$ cat src/rtl/ex_flag_commit.sv
// ex_flag_commit: execute-stage flag owner and commit register.
// Holds the architectural Carry and Zero flags. Evaluates the conditional
// execution predicate for the instruction in EX, and registers the committed
// result and write-enable for the MEM stage. Z is also updated late by loads
// that complete in MEM.
// Optional feature: define FLAG_STATS_EN to build saturating counters of
// executed and squashed instructions. Without it, exec_cnt and squash_cnt
// read as zero.
module ex_flag_commit #(
  parameter int DW    = 16,
  parameter int CNT_W = 16
) (
  input  logic             clk,
  input  logic             rst_n,
  input  logic             ex_valid,
  input  logic             ex_stall,
  input  logic             ex_flush,
  input  logic [1:0]       ex_class,
  input  logic [1:0]       ex_cond,
  input  logic [DW:0]      alu_result,
  input  logic             alu_z,
  input  logic             mem_lw_valid,
  input  logic             mem_lw_zero,
  output logic             c_flag,
  output logic             z_flag,
  output logic             wb_en_q,
  output logic [DW-1:0]    wb_data_q,
  output logic             squash_q,
  output logic [CNT_W-1:0] exec_cnt,
  output logic [CNT_W-1:0] squash_cnt
);

  localparam logic [1:0] CLS_ADD  = 2'b01;  // writes C and Z
  localparam logic [1:0] CLS_NAND = 2'b10;  // writes Z only
  localparam logic [1:0] CND_C    = 2'b01;
  localparam logic [1:0] CND_Z    = 2'b10;

  logic c_eff;
  logic z_eff;
  logic pass;
  logic live;
  logic do_exec;
  logic do_squash;
  logic wr_c;
  logic wr_z;

  // Evaluate the predicate against flags forwarded from an older load in MEM.
  always_comb begin
    // NOTE: every signal driven here gets a value first, so no path can infer a latch.
    c_eff = c_flag;
    z_eff = mem_lw_valid ? mem_lw_zero : z_flag;
    unique case (ex_cond)
      CND_C:   pass = c_eff;
      CND_Z:   pass = z_eff;
      default: pass = 1'b1;  // 00 and 11 mean "always"
    endcase
    live      = ex_valid & ~ex_flush & ~ex_stall;
    do_exec   = live & pass;
    do_squash = live & ~pass;
    wr_c      = do_exec & (ex_class == CLS_ADD);
    wr_z      = do_exec & ((ex_class == CLS_ADD) | (ex_class == CLS_NAND));
  end

  // Commit register: updated only when EX is not stalled.
  // A flushed or empty slot commits nothing.
  always_ff @(posedge clk or negedge rst_n) begin
    // NOTE: state registers use non-blocking assignments, so every flop samples pre-edge values.
    if (!rst_n) begin
      wb_en_q   <= 1'b0;
      squash_q  <= 1'b0;
      wb_data_q <= '0;
    end else if (!ex_stall) begin
      wb_en_q  <= do_exec;
      squash_q <= do_squash;
      if (do_exec) wb_data_q <= alu_result[DW-1:0];
    end
  end

  // Carry is a raw copy of the ALU carry/borrow bit and is never inverted.
  always_ff @(posedge clk or negedge rst_n) begin
    if (!rst_n)    c_flag <= 1'b0;
    else if (wr_c) c_flag <= alu_result[DW];
  end

  // Zero flag. When both update on the same edge, the younger EX instruction
  // takes priority over the late load update.
  always_ff @(posedge clk or negedge rst_n) begin
    if (!rst_n)            z_flag <= 1'b0;
    else if (wr_z)         z_flag <= alu_z;
    else if (mem_lw_valid) z_flag <= mem_lw_zero;
  end

`ifdef FLAG_STATS_EN
  localparam logic [CNT_W-1:0] CNT_MAX = '1;

  // Saturating statistics counters for executed and squashed instructions.
  always_ff @(posedge clk or negedge rst_n) begin
    if (!rst_n) begin
      exec_cnt   <= '0;
      squash_cnt <= '0;
    end else begin
      if (do_exec && exec_cnt != CNT_MAX)     exec_cnt   <= exec_cnt + 1'b1;
      if (do_squash && squash_cnt != CNT_MAX) squash_cnt <= squash_cnt + 1'b1;
    end
  end
`else
  assign exec_cnt   = '0;
  assign squash_cnt = '0;
`endif

endmodule

$ cat config.mk
export PLATFORM = sky130hd
export DESIGN_NAME = ex_flag_commit
export DESIGN_NICKNAME = d
export VERILOG_FILES = /design/src/rtl/ex_flag_commit.sv
export SDC_FILE = /design/constraint.sdc
export NUM_CORES = 1
export LEC_CHECK = 0
export CORE_ASPECT_RATIO = 1.75
export CORE_MARGIN = 2
export CORE_UTILIZATION = 35
export CTS_CLUSTER_SIZE = 25
export DETAILED_ROUTE_END_ITERATION = 6
export PLACE_DENSITY_LB_ADDON = 0.15
export SYNTH_ARGS = -nofsm -noshare
export SYNTH_HDL_FRONTEND = slang
export SYNTH_SLANG_ARGS = --single-unit
$ cat constraint.sdc
create_clock -name clk -period 1.8 [get_ports clk]
set_input_delay 0.27 -clock clk [delete_from_list [all_inputs] [get_ports clk]]
set_output_delay 0.27 -clock clk [all_outputs]
set_load 0.05 [all_outputs]
==> metrics.txt, run 1 <==
Non-Filler Instances just under 200; Maximum Capacitance Violations 0; share of the synthesized area in the top cell type 42.5%; multiplexer share of the synthesized area 18.7%; IO Pins 81; Seq. cell area 502 µm²; largest net degree at the start of global routing 21; RSZ-0062 raised after global routing no; CP Max Fanout 5; CTS Buf Count 3; DR iter-0 viols 13; Finish-stage setup viols 0; # nets final 187; layout filler cell count 292; Post-synth EDFFs 0; Synth Area in Compound Gates about 7.8%; Max-slew headroom 65.4%; Tot Pwr about 2200 µW; Clock Power Share 20.1%; CP max-delay cell clkdlybuf4s50_1; final hold violation count 0; met2 Usage GRT 25.2%; Peak VDD IR 0.769 mV; final worst path period share approximately 97%; Arr. time, crit path 1890 ps; Post-Route WL 2.58 mm; Critical Path Start ex_cond[0]; placed cell count between 150 and 200; core area about 3200 µm²; synthesized instance count 96; CP Data Required Time 1940 ps; cells along the critical path clkdlybuf4s50_1 -> inv_1 -> ha_4 -> a21oi_4 -> buf_12 -> o22ai_4 -> mux2_2; RePlAce Congestion 0.694; Max Slew Vio Count 0; Reg clk slew, reported paths 80 ps; outcome finished, final reports clean; syn_area_per_cell 12.3 µm²; CTS tree done; dominant cells by area after synthesis dfrtp_1, buf_4, mux2_4, mux2_2, ha_1; die span in x between 40 and 50 µm; Post-Synth Adder-Cell Area 3.19%; GR Util met3 around 2.2%; num rows 27; Initial Utilization ~37%; Simple-Gate Fraction of Synth Area about 2.9%; Synth async-reset ratio 100%; Via Count 809; Buffers on Ports 48; largest family of logic cells by synthesized area buffers and inverters; dpl ws -535 ps; post-route clock skew 4.69 ps; Tmin final 1750 ps; Worst Hold Class in -> async; n_diodes 0; Die Span Y ~80 µm; drc violations 0; H-tree levels 1; first-pass GRT wire length between 3 and 4 mm; share of cells above drive strength 1 26.0%; Psw 938 µW; Global Route met1 Usage 14.3%; DIE AREA 3860 µm²; gr usage total 13.6%; internal power between 1000 and 1500 µW; Mapped Area 1180 µm²; DP HPWL 1.86 mm; Reg power frac 28.5%; XOR/XNOR Fraction of Synth Area 0%; Seq/Total Area, Yosys between 40% and 50%; Comb pwr share 51.3%; DR WL/cell 13.1 µm; crit end category register; setup ws final 49.0 ps; vias per cell 4.11; Worst setup SP type primary input; Seq cells post-synth 20; Power Dens Cells 1230 nW/µm²; Yosys top cell by area dfrtp_1; CTS root buf clkbuf_8; Routed Antenna Nets 0; Sink Count 20; Netlist cell types 23; worst reg2reg startpoint z_flag; Crit Path Class in -> reg; vias in the first global route between 700 and 800; Switching Fraction 42.3%; total gr overflow 0; Synth-to-Final Area Change 53.7%; area of the multi-input gates 626 µm²; commonest cells in the netlist buf_4, dfrtp_1, mux2_2, mux2_4, inv_1; worst slew pin tran between 500 and 600 ps; most common cell in the netlist buf_4; Syn. warnings 0; GR peak layer met2; Clock Tree Buf Depth 2; CP peak stage delay 480 ps; Max Fclk 571 MHz; drt first pass iters 3; Main synth FF type dfrtp_1; Leak 0.000807 µW; worst skew pair latency about 260 ps; number of antenna violations at the first check in global routing 0
per-layer routing:
layer / part of all wire [%] / vias up
met5: 0 / -
met4: 0.89 / 0
met3: 5.6 / 2
met2: 61 / 39
met1: 33 / 386
li1: - / 382
metrics by stage:
| step | utilization, % | TNS (ps) | hold WS (ps) | area, µm² |
|---|---|---|---|---|
| after floorplan | - | 0 | -25.6 | 1290 |
| after global placement | 50.2 | -7610 | 477 | 1590 |
| after detailed placement | 50.2 | -8580 | 474 | 1590 |
| after CTS | 55.7 | 0 | 354 | 1770 |
| after global routing | 57.0 | 0 | 377 | 1810 |
| final | 57.0 | 0 | 343 | 1810 |
layout by cell type (no fill, tap or decap), types with 2 or more instances in the layout:
master and n:
a21oi_1 2, ha_1 2, clkbuf_8 3, o22ai_4 4
o21ai_0 2, mux2_4 10, dfrtp_1 19, buf_4 6
conb_1 32, clkdlybuf4s50_1 46, inv_1 5, mux2_2 6
worst max-delay path, delay by kind of cell:
family	cells	cell delay, ps
AOI/OAI and AO/OA	2	270
adders and majority gates	1	270
buffers and inverters	3	700
muxes	1	380
power groups by stage:
stage	Sequential (µW)	Clock (µW)	Combinational [µW]
after global placement	638	0	1070
final	633	447	1140
after floorplan	1040	0	377
after global routing	651	471	1180
after CTS	636	454	1130
after detailed placement	639	0	1080
state kept, by name, summed over array words and instances, names as in the netlist:
signal,count
c_flag,1
z_flag,1
squash_q,1
wb_en_q,1
wb_data_q,16
final timing paths:
kind / endpoint / slack, ps / cells past startpoint
max in group asynchronous: c_flag / 1240 / 2
min in group clk: wb_en_q / 490 / 1
max: wb_data_q[1] / 50 / 7
min reg2reg: wb_en_q / 490 / 1
max reg2reg: wb_data_q[9] / 370 / 3
min: wb_data_q[3] / 340 / 2
cells by family after synthesis:
group	Yosys count
other	1
muxes	17
DFF	20
adders and majority gates	3
AOI/OAI and AO/OA	11
and+or+nand+nor	5
buffers and inverters	39
what timing repair did:
item | in CTS | in global routing
setup endpoints to repair | 17 | 15
pin swaps | 2 | 2
resized for setup | 8 | 6
hold buffers | 0 | 0
cloned | 3 | 0
buffers inserted | 1 | 0
hold endpoints to repair | 0 | 0
final cells by class:
type | count | area share (%)
sequential | 20 | 27.7
tap | 43 | 2.97
multi-input combinational | 71 | 34.6
timing repair buffer | 54 | 29.7
inverter | 5 | 1.04
clock buffer | 3 | 2.28
clock inverter | 1 | 1.66
(Power assumes the default switching activity.)
==> run 2: changes to the inputs <==
--- a/config.mk
+++ b/config.mk
@@ -10,7 +10,8 @@
 export CORE_UTILIZATION = 35
 export CTS_CLUSTER_SIZE = 25
 export DETAILED_ROUTE_END_ITERATION = 6
-export PLACE_DENSITY_LB_ADDON = 0.15
+export GPL_ROUTABILITY_DRIVEN = 0
+export PLACE_DENSITY = 0.87
 export SYNTH_ARGS = -nofsm -noshare
 export SYNTH_HDL_FRONTEND = slang
 export SYNTH_SLANG_ARGS = --single-unit
==> run 2 against run 1 <==
Against the previous run: global-route usage increased by 0.76 points; clock skew fell by 2.9 ps; clock-buffer cell count is 1 higher; register-to-register slack about the same; sequential share of layout area rose by 0.21 points; die area unchanged; first-iteration DRC count grew 69%; final area fell by 0.76%; critical path type is now reg -> out; critical endpoint is now c_flag.
==> metrics.txt, run 2 (synthesis gave the netlist of run 1 again) <==
Synth-to-Final Area Change 52.5%; worst skew pair latency 250 ps (about the same); cells along the critical path clkdlybuf4s50_1; DIE AREA 3860 µm² (unchanged); Levels on crit path 1 (-6); CP max-delay cell clkdlybuf4s50_1; crit end category output pin; DP HPWL 1.93 mm (+4.1%); CP peak stage delay 820 ps (+340 ps); Reg2Reg Depth 3 (unchanged); GR Util met3 2.02% (-0.22 points); final hold violation count 0 (unchanged); Leak 0.000813 µW (+0.73%); Max Slew Vio Count 0 (unchanged); final worst path period share 97.9% (+0.58 points); CP Max Fanout 4 (-1); Largest delay share family, worst path buffers and inverters; CP Data Required Time 1530 ps (-410 ps); Crit Path Class reg -> out; die span in x 47.8 µm (unchanged); vias per cell 4.20 (+2.2%); Max Fclk 568 MHz (-0.59%); Sink Count 20 (unchanged); Arr. time, crit path 1490 ps (-400 ps); DR iter-0 viols 22 (+9); Tmin final 1760 ps (+10.4 ps); Tot Pwr 2110 µW (-5.0%); commonest cells after routing, fill and taps aside clkdlybuf4s50_1, conb_1, dfrtp_1; most common cell after layout, fill and taps aside clkdlybuf4s50_1; n_diodes 0 (unchanged); CTS tree done; Worst Path Buf+Inv 1 (-2); vias in the first global route 853 (+8.8%); Reg clk slew, reported paths 70 ps (about the same); num rows 27 (unchanged); outcome finished, final reports clean; GR peak layer met2; worst slew pin tran 520 ps (+2.39 ps); CTS Buf Count 3 (unchanged); Worst setup SP type register; drt first pass iters 4 (+1); Routed Antenna Nets 0 (unchanged); number of flip-flops in the largest register 16 (unchanged); Die Span Y 80.7 µm (unchanged); Clock Tree Buf Depth 2 (unchanged); post-route clock skew 1.77 ps (-2.92 ps); Finish-stage setup viols 0 (unchanged); gr usage total 14.4% (+0.76 points); Seq. cell area 502 µm² (unchanged); Maximum Capacitance Violations 0 (unchanged); Power Dens Cells 1170 nW/µm² (-4.3%); H-tree levels 1 (unchanged); met2 Usage GRT 27.6% (+2.4 points); Initial Utilization 37.1% (unchanged); RSZ-0062 raised after global routing no; Via Count 835 (+3.2%); drc violations 0 (unchanged); share of cells above drive strength 1 27.6% (+1.6 points); Most flops, register wb_data_q; Buffers on Ports 48 (unchanged); IO Pins 81 (unchanged); first-pass GRT wire length 3.89 mm (+5.4%); # nets final 189 (+1.1%); Post-Route WL 2.72 mm (+5.4%); Min Hold Slack 351 ps (+8.42 ps); Max-slew headroom 65.2% (-0.16 points); number of antenna violations at the first check in global routing 0 (unchanged); layout filler cell count 283 (-3.1%); largest net degree at the start of global routing 21 (unchanged); Peak VDD IR 0.676 mV (-12%); Worst Hold Class in -> async; area of the multi-input gates 621 µm² (-0.80%); CTS root buf clkbuf_8; core area 3180 µm² (unchanged); total gr overflow 0 (unchanged); Global Route met1 Usage 14.4% (+0.10 points); DR WL/cell 13.7 µm (+4.4%)
## run 2: layout make-up
cell class	count	share of cell area [%]
Multi-Input combinational cell	71	34.6
Sequential cell	20	27.9
Clock buffer	4	3.07
Tap cell	43	3.00
Timing Repair Buffer	56	30.4
Inverter	5	1.05
## run 2: worst paths after layout
| kind | slack (ps) | start | to |
|---|---|---|---|
| worst min register to register | 500 | wb_en_q | wb_en_q |
| worst max register to register | 360 | z_flag | c_flag |
| min in group clk | 500 | wb_en_q | wb_en_q |
| max in group asynchronous | 1220 | rst_n | c_flag |
| worst min-delay path | 350 | rst_n | wb_data_q[15] |
| worst max-delay path | 40 | c_flag | c_flag |
## run 2: through the flow
stage	instance area, µm²	cells	utilization, %	TNS (ps)	setup WS (ps)
after floorplan	1290	127	-	0	65.1
after global placement	1600	189	50.2	-7640	-472
after detailed placement	1600	189	50.2	-8430	-510
after CTS	1770	199	55.7	0	0.0735
after global routing	1800	199	56.5	0	3.71
final	1800	199	56.5	0	38.6
## run 2: power by group
| part | total (µW) | internal [µW] | switching [µW] | leakage [µW] |
|---|---|---|---|---|
| clock network | 333 | 194 | 139 | 0.0000288 |
| registers | 632 | 566 | 66.1 | 0.000237 |
| logic | 1140 | 419 | 724 | 0.000547 |
| total | 2110 | 1180 | 929 | 0.000813 |
## run 2: timing repair
action | CTS | global route
gates resized for setup | 9 | 7
hold buffers | 0 | 0
setup buffers | 3 | 0
pin swaps | 3 | 2
setup endpoints to repair | 17 | 16
gates cloned | 3 | 0
## run 2: routing by layer
metal  up-vias  part of all wire [%]
met3         2                   6.9
met1       399                    32
li1        387                     -
met2        47                    60
met4         0                  0.51
met5         -                     0
